<file path="src/rtl/change_dispenser_if.sv">
// Payout request, coin-ejector handshake and inventory access bundle.
// Ejector handshake is four-phase: eject one-hot rises, ejector raises eject_ack,
// eject falls, ejector drops eject_ack; only then may the next coin be requested.
interface change_dispenser_if #(
    parameter int AW = 16,
    parameter int CW = 8
) ();
    logic          start;
    logic [AW-1:0] amount;
    logic          eject_ack;
    logic          load_inv;
    logic [1:0]    inv_sel;
    logic [CW-1:0] inv_val;
    logic          busy;
    logic [3:0]    eject;
    logic          done;
    logic [AW-1:0] shortfall;
    logic [CW-1:0] inv_rd;
    logic [3:0]    empty;
    logic [2:0]    dbg_state;

    modport master (
        output start, amount, eject_ack, load_inv, inv_sel, inv_val,
        input  busy, eject, done, shortfall, inv_rd, empty, dbg_state
    );

    modport slave (
        input  start, amount, eject_ack, load_inv, inv_sel, inv_val,
        output busy, eject, done, shortfall, inv_rd, empty, dbg_state
    );
endinterface

</file>
<file path="src/rtl/change_dispenser.sv">
// Greedy coin payout engine: highest denomination first, limited by per-coin
// inventory, one coin per four-phase ejector handshake, unpaid rest as shortfall.
module change_dispenser #(
    parameter int AW = 16,
    parameter int CW = 8,
    parameter int D0 = 50,
    parameter int D1 = 20,
    parameter int D2 = 10,
    parameter int D3 = 5
) (
    input  logic               clk,
    input  logic               rst,
    change_dispenser_if.slave  bus
);
    typedef enum logic [2:0] {
        S_IDLE    = 3'd0,
        S_SELECT  = 3'd1,
        S_EJECT   = 3'd2,
        S_RELEASE = 3'd3,
        S_DONE    = 3'd4
    } state_t;

    localparam logic [AW-1:0] DEN [4] = '{AW'(D0), AW'(D1), AW'(D2), AW'(D3)};

    state_t        state_q, state_d;
    logic [AW-1:0] rem_q, rem_d;
    logic [AW-1:0] shortfall_q, shortfall_d;
    logic [1:0]    cur_q, cur_d;
    logic [3:0]    eject_q, eject_d;
    logic [CW-1:0] inv_q [4];
    logic [CW-1:0] inv_d [4];

    logic          sel_found;
    logic [1:0]    sel_idx;

    // Scan from the smallest coin upward so the highest usable denomination wins.
    always_comb begin
        sel_found = 1'b0;
        sel_idx   = 2'd0;
        for (int i = 3; i >= 0; i--) begin
            if (rem_q >= DEN[i] && inv_q[i] != '0) begin
                sel_found = 1'b1;
                sel_idx   = 2'(i);
            end
        end
    end

    always_comb begin
        state_d     = state_q;
        rem_d       = rem_q;
        shortfall_d = shortfall_q;
        cur_d       = cur_q;
        eject_d     = '0;
        inv_d       = inv_q;
        case (state_q)
            S_IDLE: begin
                if (bus.load_inv) inv_d[bus.inv_sel] = bus.inv_val;
                if (bus.start) begin
                    rem_d       = bus.amount;
                    shortfall_d = '0;
                    state_d     = S_SELECT;
                end
            end
            S_SELECT: begin
                if (sel_found) begin
                    cur_d   = sel_idx;
                    eject_d = 4'b0001 << sel_idx;
                    state_d = S_EJECT;
                end else begin
                    shortfall_d = rem_q;
                    state_d     = S_DONE;
                end
            end
            S_EJECT: begin
                eject_d = eject_q;
                if (bus.eject_ack) begin
                    rem_d        = rem_q - DEN[cur_q];
                    inv_d[cur_q] = inv_q[cur_q] - CW'(1);
                    eject_d      = '0;
                    state_d      = S_RELEASE;
                end
            end
            S_RELEASE: begin
                if (!bus.eject_ack) state_d = S_SELECT;
            end
            S_DONE:  state_d = S_IDLE;
            default: state_d = S_IDLE;
        endcase
    end

    always_ff @(posedge clk or negedge rst) begin
        if (!rst) begin
            state_q     <= S_IDLE;
            rem_q       <= '0;
            shortfall_q <= '0;
            cur_q       <= 2'd0;
            eject_q     <= '0;
            for (int i = 0; i < 4; i++) inv_q[i] <= '0;
        end else begin
            state_q     <= state_d;
            rem_q       <= rem_d;
            shortfall_q <= shortfall_d;
            cur_q       <= cur_d;
            eject_q     <= eject_d;
            for (int i = 0; i < 4; i++) inv_q[i] <= inv_d[i];
        end
    end

    always_comb begin
        for (int i = 0; i < 4; i++) bus.empty[i] = (inv_q[i] == '0);
    end

    assign bus.busy      = (state_q != S_IDLE);
    assign bus.done      = (state_q == S_DONE);
    assign bus.eject     = eject_q;
    assign bus.shortfall = shortfall_q;
    assign bus.inv_rd    = inv_q[bus.inv_sel];
    assign bus.dbg_state = state_q;
endmodule

</file>
<file path="src/flat_wrapper.sv">
// flat-port wrapper written by rule: the top's interface ports become plain ports
module change_dispenser_flat 
#(
    parameter int AW = 16,
    parameter int CW = 8,
    parameter int D0 = 50,
    parameter int D1 = 20,
    parameter int D2 = 10,
    parameter int D3 = 5
)
  (clk, rst, bus_start, bus_amount, bus_eject_ack, bus_load_inv, bus_inv_sel, bus_inv_val, bus_busy, bus_eject, bus_done, bus_shortfall, bus_inv_rd, bus_empty, bus_dbg_state);
  change_dispenser_if #(.AW(AW), .CW(CW)) bus_i ();
  input  logic clk;
  input  logic rst;
  input wire logic [$bits(bus_i.start)-1:0] bus_start;
  input wire logic [$bits(bus_i.amount)-1:0] bus_amount;
  input wire logic [$bits(bus_i.eject_ack)-1:0] bus_eject_ack;
  input wire logic [$bits(bus_i.load_inv)-1:0] bus_load_inv;
  input wire logic [$bits(bus_i.inv_sel)-1:0] bus_inv_sel;
  input wire logic [$bits(bus_i.inv_val)-1:0] bus_inv_val;
  output wire logic [$bits(bus_i.busy)-1:0] bus_busy;
  output wire logic [$bits(bus_i.eject)-1:0] bus_eject;
  output wire logic [$bits(bus_i.done)-1:0] bus_done;
  output wire logic [$bits(bus_i.shortfall)-1:0] bus_shortfall;
  output wire logic [$bits(bus_i.inv_rd)-1:0] bus_inv_rd;
  output wire logic [$bits(bus_i.empty)-1:0] bus_empty;
  output wire logic [$bits(bus_i.dbg_state)-1:0] bus_dbg_state;
  assign bus_i.start = bus_start;
  assign bus_i.amount = bus_amount;
  assign bus_i.eject_ack = bus_eject_ack;
  assign bus_i.load_inv = bus_load_inv;
  assign bus_i.inv_sel = bus_inv_sel;
  assign bus_i.inv_val = bus_inv_val;
  assign bus_busy = bus_i.busy;
  assign bus_eject = bus_i.eject;
  assign bus_done = bus_i.done;
  assign bus_shortfall = bus_i.shortfall;
  assign bus_inv_rd = bus_i.inv_rd;
  assign bus_empty = bus_i.empty;
  assign bus_dbg_state = bus_i.dbg_state;
  change_dispenser #(.AW(AW), .CW(CW), .D0(D0), .D1(D1), .D2(D2), .D3(D3)) u_core (.clk(clk), .rst(rst), .bus(bus_i));
endmodule
</file>
<file path="config.mk">
export PLATFORM = sky130hd
export DESIGN_NAME = change_dispenser_flat
export DESIGN_NICKNAME = d
export VERILOG_FILES = /design/src/rtl/change_dispenser_if.sv /design/src/rtl/change_dispenser.sv /design/src/flat_wrapper.sv
export SDC_FILE = /design/constraint.sdc
export NUM_CORES = 1
export LEC_CHECK = 0
export CORE_ASPECT_RATIO = 0.6
export CORE_MARGIN = 2
export CORE_UTILIZATION = 50
export CTS_CLUSTER_DIAMETER = 120
export DETAILED_ROUTE_END_ITERATION = 7
export PLACE_DENSITY = 0.74
export SETUP_SLACK_MARGIN = 0.5
export SLEW_MARGIN = 20
export SYNTH_ARGS = -nofsm -noshare
export SYNTH_HDL_FRONTEND = slang
export SYNTH_SLANG_ARGS = --single-unit
export TNS_END_PERCENT = 10
</file>
<file path="constraint.sdc">
create_clock -name clk -period 2.8 [get_ports clk]
set_input_delay 0.84 -clock clk [delete_from_list [all_inputs] [get_ports clk]]
set_output_delay 0.84 -clock clk [all_outputs]
set_load 0.05 [all_outputs]
</file>
**Word level (Yosys, flattened, before mapping)**

Cells that the tools add are included.

- Register bits after elaboration: 73
- Latch bits: 0
- Memory bits (writable): 0
- Bits in read-only memories: 0
- Input bits: 31
- Output and inout port bits: 37
- Logic and storage cells: 94
- Memories kept: 0

- Add/subtract/negate cells: 2
- $mul: 0
- Divide/modulo/power cells: 0
- Magnitude comparators: 8
- Eq/ne operators: 9
- Shift-type cells: 1
- Muxes and demuxes: 40
- Bitwise gates (word level): 2
- Reductions and logical operators: 23

Operator list:

| operator | count |
|---|---|
| 16-bit two-way mux | 6 |
| 32-bit bitwise mux | 2 |
| 32-bit two-way mux | 2 |
| 16-bit one-hot mux with 2 select lines | 2 |
| 32-bit one-hot mux with 2 select lines | 1 |
| 8-bit two-way mux | 6 |
| 16-bit binary-select mux with 2-bit select | 1 |
| 8-bit binary-select mux with 2-bit select | 2 |
| 8-bit demux with 2-bit select | 2 |
| 8-bit logical NOT | 4 |
| 8-bit nonzero test | 4 |
| 16-bit by 3-bit >= comparator with 1-bit output, second input constant | 1 |
| 16-bit by 4-bit >= comparator with 1-bit output, second input constant | 1 |
| 16-bit by 5-bit >= comparator with 1-bit output, second input constant | 1 |
| 16-bit by 6-bit >= comparator with 1-bit output, second input constant | 1 |
| 16-bit subtractor | 1 |
| 3-bit two-way mux | 4 |
| 3-bit one-hot mux with 4 select lines | 1 |
| 3-bit AND reduction | 4 |
| 2-bit != test, second input constant | 5 |
| 2-bit two-way mux | 4 |
| 4-bit two-way mux | 2 |
| 4-bit one-hot mux with 2 select lines | 1 |
| 8-bit by 1-bit subtractor with 8-bit output, second input constant | 1 |
| 13 further kinds | 26 |

**Longest topological paths before layout**

Gate-level depths: netlist of run 1.

- Depth in word-level cells: 9
- Gate-level depth with buffers: 11

**Worst setup path before layout of run 1**

Ideal clock, no wire load.

- Path type: in2out
- From: input bus_inv_sel[0]
- To: output bus_inv_rd[0]
- Data arrival time: 2.029 ns
- Slack: -0.069 ns
- Stages: 2
- Cells stage by stage: buf_1 > mux4_2

- Word-level cells in the longest chain between the ends: 4

Ends and longest elaborated chain:

| element | line | source |
|---|---|---|
| start: declaration | flat_wrapper.sv:19 | `input wire logic [$bits(bus_i.inv_sel)-1:0] bus_inv_sel;` |
| 2-bit NOT with 3-bit output (not written as such) | change_dispenser.sv:117 | `assign bus.inv_rd = inv_q[bus.inv_sel];` |
| 8-bit binary-select mux with 2-bit select | change_dispenser.sv:117 |  |
| 8-bit two-way mux (not written as such) (2 in a row) | change_dispenser.sv:117 |  |
| end: declaration | flat_wrapper.sv:25 | `output wire logic [$bits(bus_i.inv_rd)-1:0] bus_inv_rd;` |

No other way between the ends. The select of a mux whose other input is x is not followed.

**Final worst setup path of run 1**

- From: input bus_inv_sel[0]
- To: output bus_inv_rd[4]

Same word-level chain as after synthesis.

==> key figures, run 1 <==
Outcome
  • Status: finished clean

Clock network
  • CTS Hold Buffers Added: 0
  • Clock slew at reported path FFs: 60 ps
  • Clock Latency Late Sink: 340 ps
  • Num CTS Buffers: 9
  • Clk buf depth: 2
  • CTS root buffer: clkbuf_16
  • H-tree levels: 3
  • CTS tree: done
  • Clock sink total: 73

Placement
  • Post-DP HPWL: 10500 µm
  • IO Port Bufs: 67
  • DP Cell Count: 656
  • Routability cong.: 0.996
  • Placed inst area: 0.00549 mm²

Cells and area
  • Final Cell Area: 0.00624 mm²
  • Ant diodes: 0
  • Non-Filler Instances: 681
  • Final Util: 0.729
  • Share of cells above drive strength 1: 0.248
  • Layout Nets: 603
  • Area Growth Syn to Fin: 40.4%

Drt
  • Avg Vias per Cell: 6.58
  • Routed wire length: 15000 µm
  • Drt pass-1 iters: 5
  • Wire per inst: 22.1 µm
  • DRT antenna net count: 0
  • Drt drc: 0
  • Vias: 4483
  • Initial DRC count: 576

Logic synthesis
  • Seq cells post-synth: 73
  • Syn Area/Cell: 9.64 µm²
  • Compound-Gate Fraction of Synth Area: 0.211
  • Post-Syn Nets: 500
  • Simple-gate share of the synthesized area: 0.167
  • Post-synthesis mux area share: 0.124
  • Post-Syn Instances: 461
  • Largest family of logic cells by synthesized area: compound AO/OA/AOI/OAI gates
  • Mapped Area: 0.00444 mm²
  • Post-synth EDFFs: 0
  • Post-synthesis xor/xnor area fraction: 0.0158
  • Seq/Total Area, Yosys: 0.411
  • Prevailing post-synth register cell: dfrtp_1
  • Asr flop ratio synth: 1.00
  • Synth warn: 0
  • Synth cell types: 66
  • Biggest area consumer among synthesized cells: dfrtp_1
  • Synth Area in Adders: 0.0242
  • Synth area leaders: dfrtp_1, mux4_2, nand2_1
  • Area share of the largest cell type after synthesis: 0.411

Critical path
  • Kind of critical path: in2out
  • Startpoint types: primary input
  • Worst setup EP type: output pin
  • Worst Path Max Fanout: 5
  • Critical Path Max Stage Delay: 530 ps
  • Worst EP required: 1960 ps
  • Critical path cell sequence: buf_12 -> buf_12 -> mux4_2 -> buf_8
  • Crit-path leading delay family: multiplexers
  • Crit-path slowest cell: mux4_2
  • Worst path bufs/invs: 3
  • Crit path DAT: 1760 ps
  • CP most frequent cell: buf_12

STA
  • F_max: 0.384 GHz
  • Hold Vio Cnt, Final: 0
  • Slew of the pin with the lowest slew margin: 815 ps
  • Worst Skew: 4.84 ps
  • Worst hold slack: 494 ps
  • Final Max Slew Viols: 0
  • Fin crit share: 0.930
  • Max-slew headroom: 0.456
  • Fin crit period: 2600 ps
  • Final setup fails: 0
  • RSZ-0062 raised after global routing: true

Floorplan
  • Die width: 126 µm
  • Die ar.: 0.00968 mm²
  • CORE AREA: 0.00856 mm²
  • Io pins: 68
  • Die Span Y: 77.0 µm
  • Starting Density: 0.519
  • Row count: 26

Hold path
  • HP Class: reg2reg

Global routing
  • Largest net degree at the start of global routing: 74
  • GRT Total Usage: 0.316
  • Overflow left after global routing: 0
  • Busiest grt layer: met1
  • Met2 GRT Util: 0.401
  • Global-route wire length before repair: 23500 µm
  • Met1 Resource Use GR: 0.484
  • Grt met3 use: 0.142
  • Initial antenna violation count: 0
  • Vias in the first global route: 4200

Power and ir drop
  • IR drop worst, VDD: 0.780 mV
  • Pwr per Cell Area: 1320 mW/mm²
  • Static leakage: 0.00260 µW
  • Tot Pwr: 8250 µW

Run
  • Max Cap Violations: 0
-- routing by layer --
metal	vias up	routed length (µm)
met4	0	214
li1	1936	-
met5	-	0
met1	2209	6660
met2	305	6050
met3	33	2110
-- layout by cell type, fill, tap and decap left out, drive strengths merged, types with 2 or more instances in the layout --
cell type | Yosys | layout
a21o | 2 | 2
a22o | 2 | 2
nand2 | 54 | 54
nor2 | 31 | 31
buf | 7 | 64
o21a | 3 | 3
a2bb2oi | 3 | 3
o21ai | 57 | 57
a32oi | 20 | 20
a31oi | 4 | 4
nor4 | 6 | 6
a21oi | 24 | 24
clkbuf | 16 | 9
bufinv | 0 | 5
clkdlybuf4s50 | 0 | 50
mux4 | 16 | 16
nand3 | 4 | 4
or4 | 4 | 4
a21boi | 3 | 3
mux2i | 19 | 19
ha | 7 | 7
nand2b | 2 | 2
xnor2 | 3 | 3
dfrtp | 73 | 73
and3 | 6 | 6
a22oi | 5 | 5
and2 | 4 | 4
or3 | 8 | 8
or2 | 2 | 2
nor3 | 13 | 13
nand4 | 5 | 5
inv | 25 | 25
nor3b | 2 | 2
xor2 | 5 | 5
o211ai | 5 | 5
-- registers in the layout, indices dropped and copies added, names as in the netlist --
signal,flops
u_core.bus.dbg_state,3
u_core.bus.eject,4
u_core.bus.shortfall,16
u_core.cur_q,2
u_core.inv_q,32
u_core.rem_q,16
-- repair_timing --
item                       CTS  global route
setup buffers                2             6
pin swaps                    1            20
gates resized for setup     30            48
cloned                       1             0
setup endpoints to repair   95            98
-- per-stage QoR --
stage | setup WS (ps) | TNS [ps]
after CTS | 194 | 0
after global placement | -272 | -2100
after global routing | 153 | 0
after floorplan | 352 | 0
after detailed placement | -274 | -2070
final | 196 | 0
-- cell families after synthesis --
| family | count (synthesis) |
|---|---|
| xor gates and xnor gates | 8 |
| buffers and inverters | 48 |
| DFF | 73 |
| adders and majority gates | 8 |
| AOI/OAI and AO/OA | 144 |
| and+or+nand+nor | 145 |
| muxes | 35 |
-- synthesized netlist by cell type, drive strengths merged (8+ instances only) --
cell type and count:
clkbuf 16, a21oi 24, nor3 13, nor2 31
mux4 16, a32oi 20, inv 25, or3 8
nand2 54, mux2i 19, dfrtp 73, o21ai 57
-- worst reg2reg max path: cells and delay by family (launching register included) --
family	cells	cell delay, ps
and+or+nand+nor	2	820
muxes	1	550
DFF	1	450
xor gates and xnor gates	1	260
buffers and inverters	2	250
AOI/OAI and AO/OA	1	120
-- final timing paths --
kind                                                 start                                   to  slack (ps)  cells past startpoint
max in group asynchronous                              rst          u_core.cur_q[0]$_DFFE_PN0P_        1950                      2
setup / recovery                            bus_inv_sel[0]                        bus_inv_rd[4]         200                      4
hold / removal             u_core.bus.eject[2]$_DFFE_PN0P_      u_core.bus.eject[2]$_DFFE_PN0P_         490                      2
hold reg to reg            u_core.bus.eject[2]$_DFFE_PN0P_      u_core.bus.eject[2]$_DFFE_PN0P_         490                      2
setup reg to reg               u_core.cur_q[0]$_DFFE_PN0P_         u_core.inv_q[29]$_DFFE_PN0P_         230                      7
min in group asynchronous                              rst  u_core.bus.shortfall[8]$_DFFE_PN0P_         520                      2
-- report_power, final --
group	total, µW	switching [µW]	internal [µW]
Combinational	4830	2830	2000
Sequential	1890	472	1420
Clock	1530	473	1050
Total	8250	3780	4470
-- layout make-up --
cell class | count | area, µm²
Clock buffer | 9 | 225
Clock inverter | 7 | 166
Fill cell | 600 | 2320
Inverter | 25 | 96.3
Multi-Input combinational cell | 340 | 2620
Sequential cell | 73 | 1830
Tap cell | 112 | 140
Timing Repair Buffer | 115 | 1160
(Power assumes the default switching activity.)
==> run 2, diff against run 1 <==
- SLEW_MARGIN: 20 -> unset
==> results of run 2 <==
The final DEF is identical to that of run 1; final timing and power are the same.
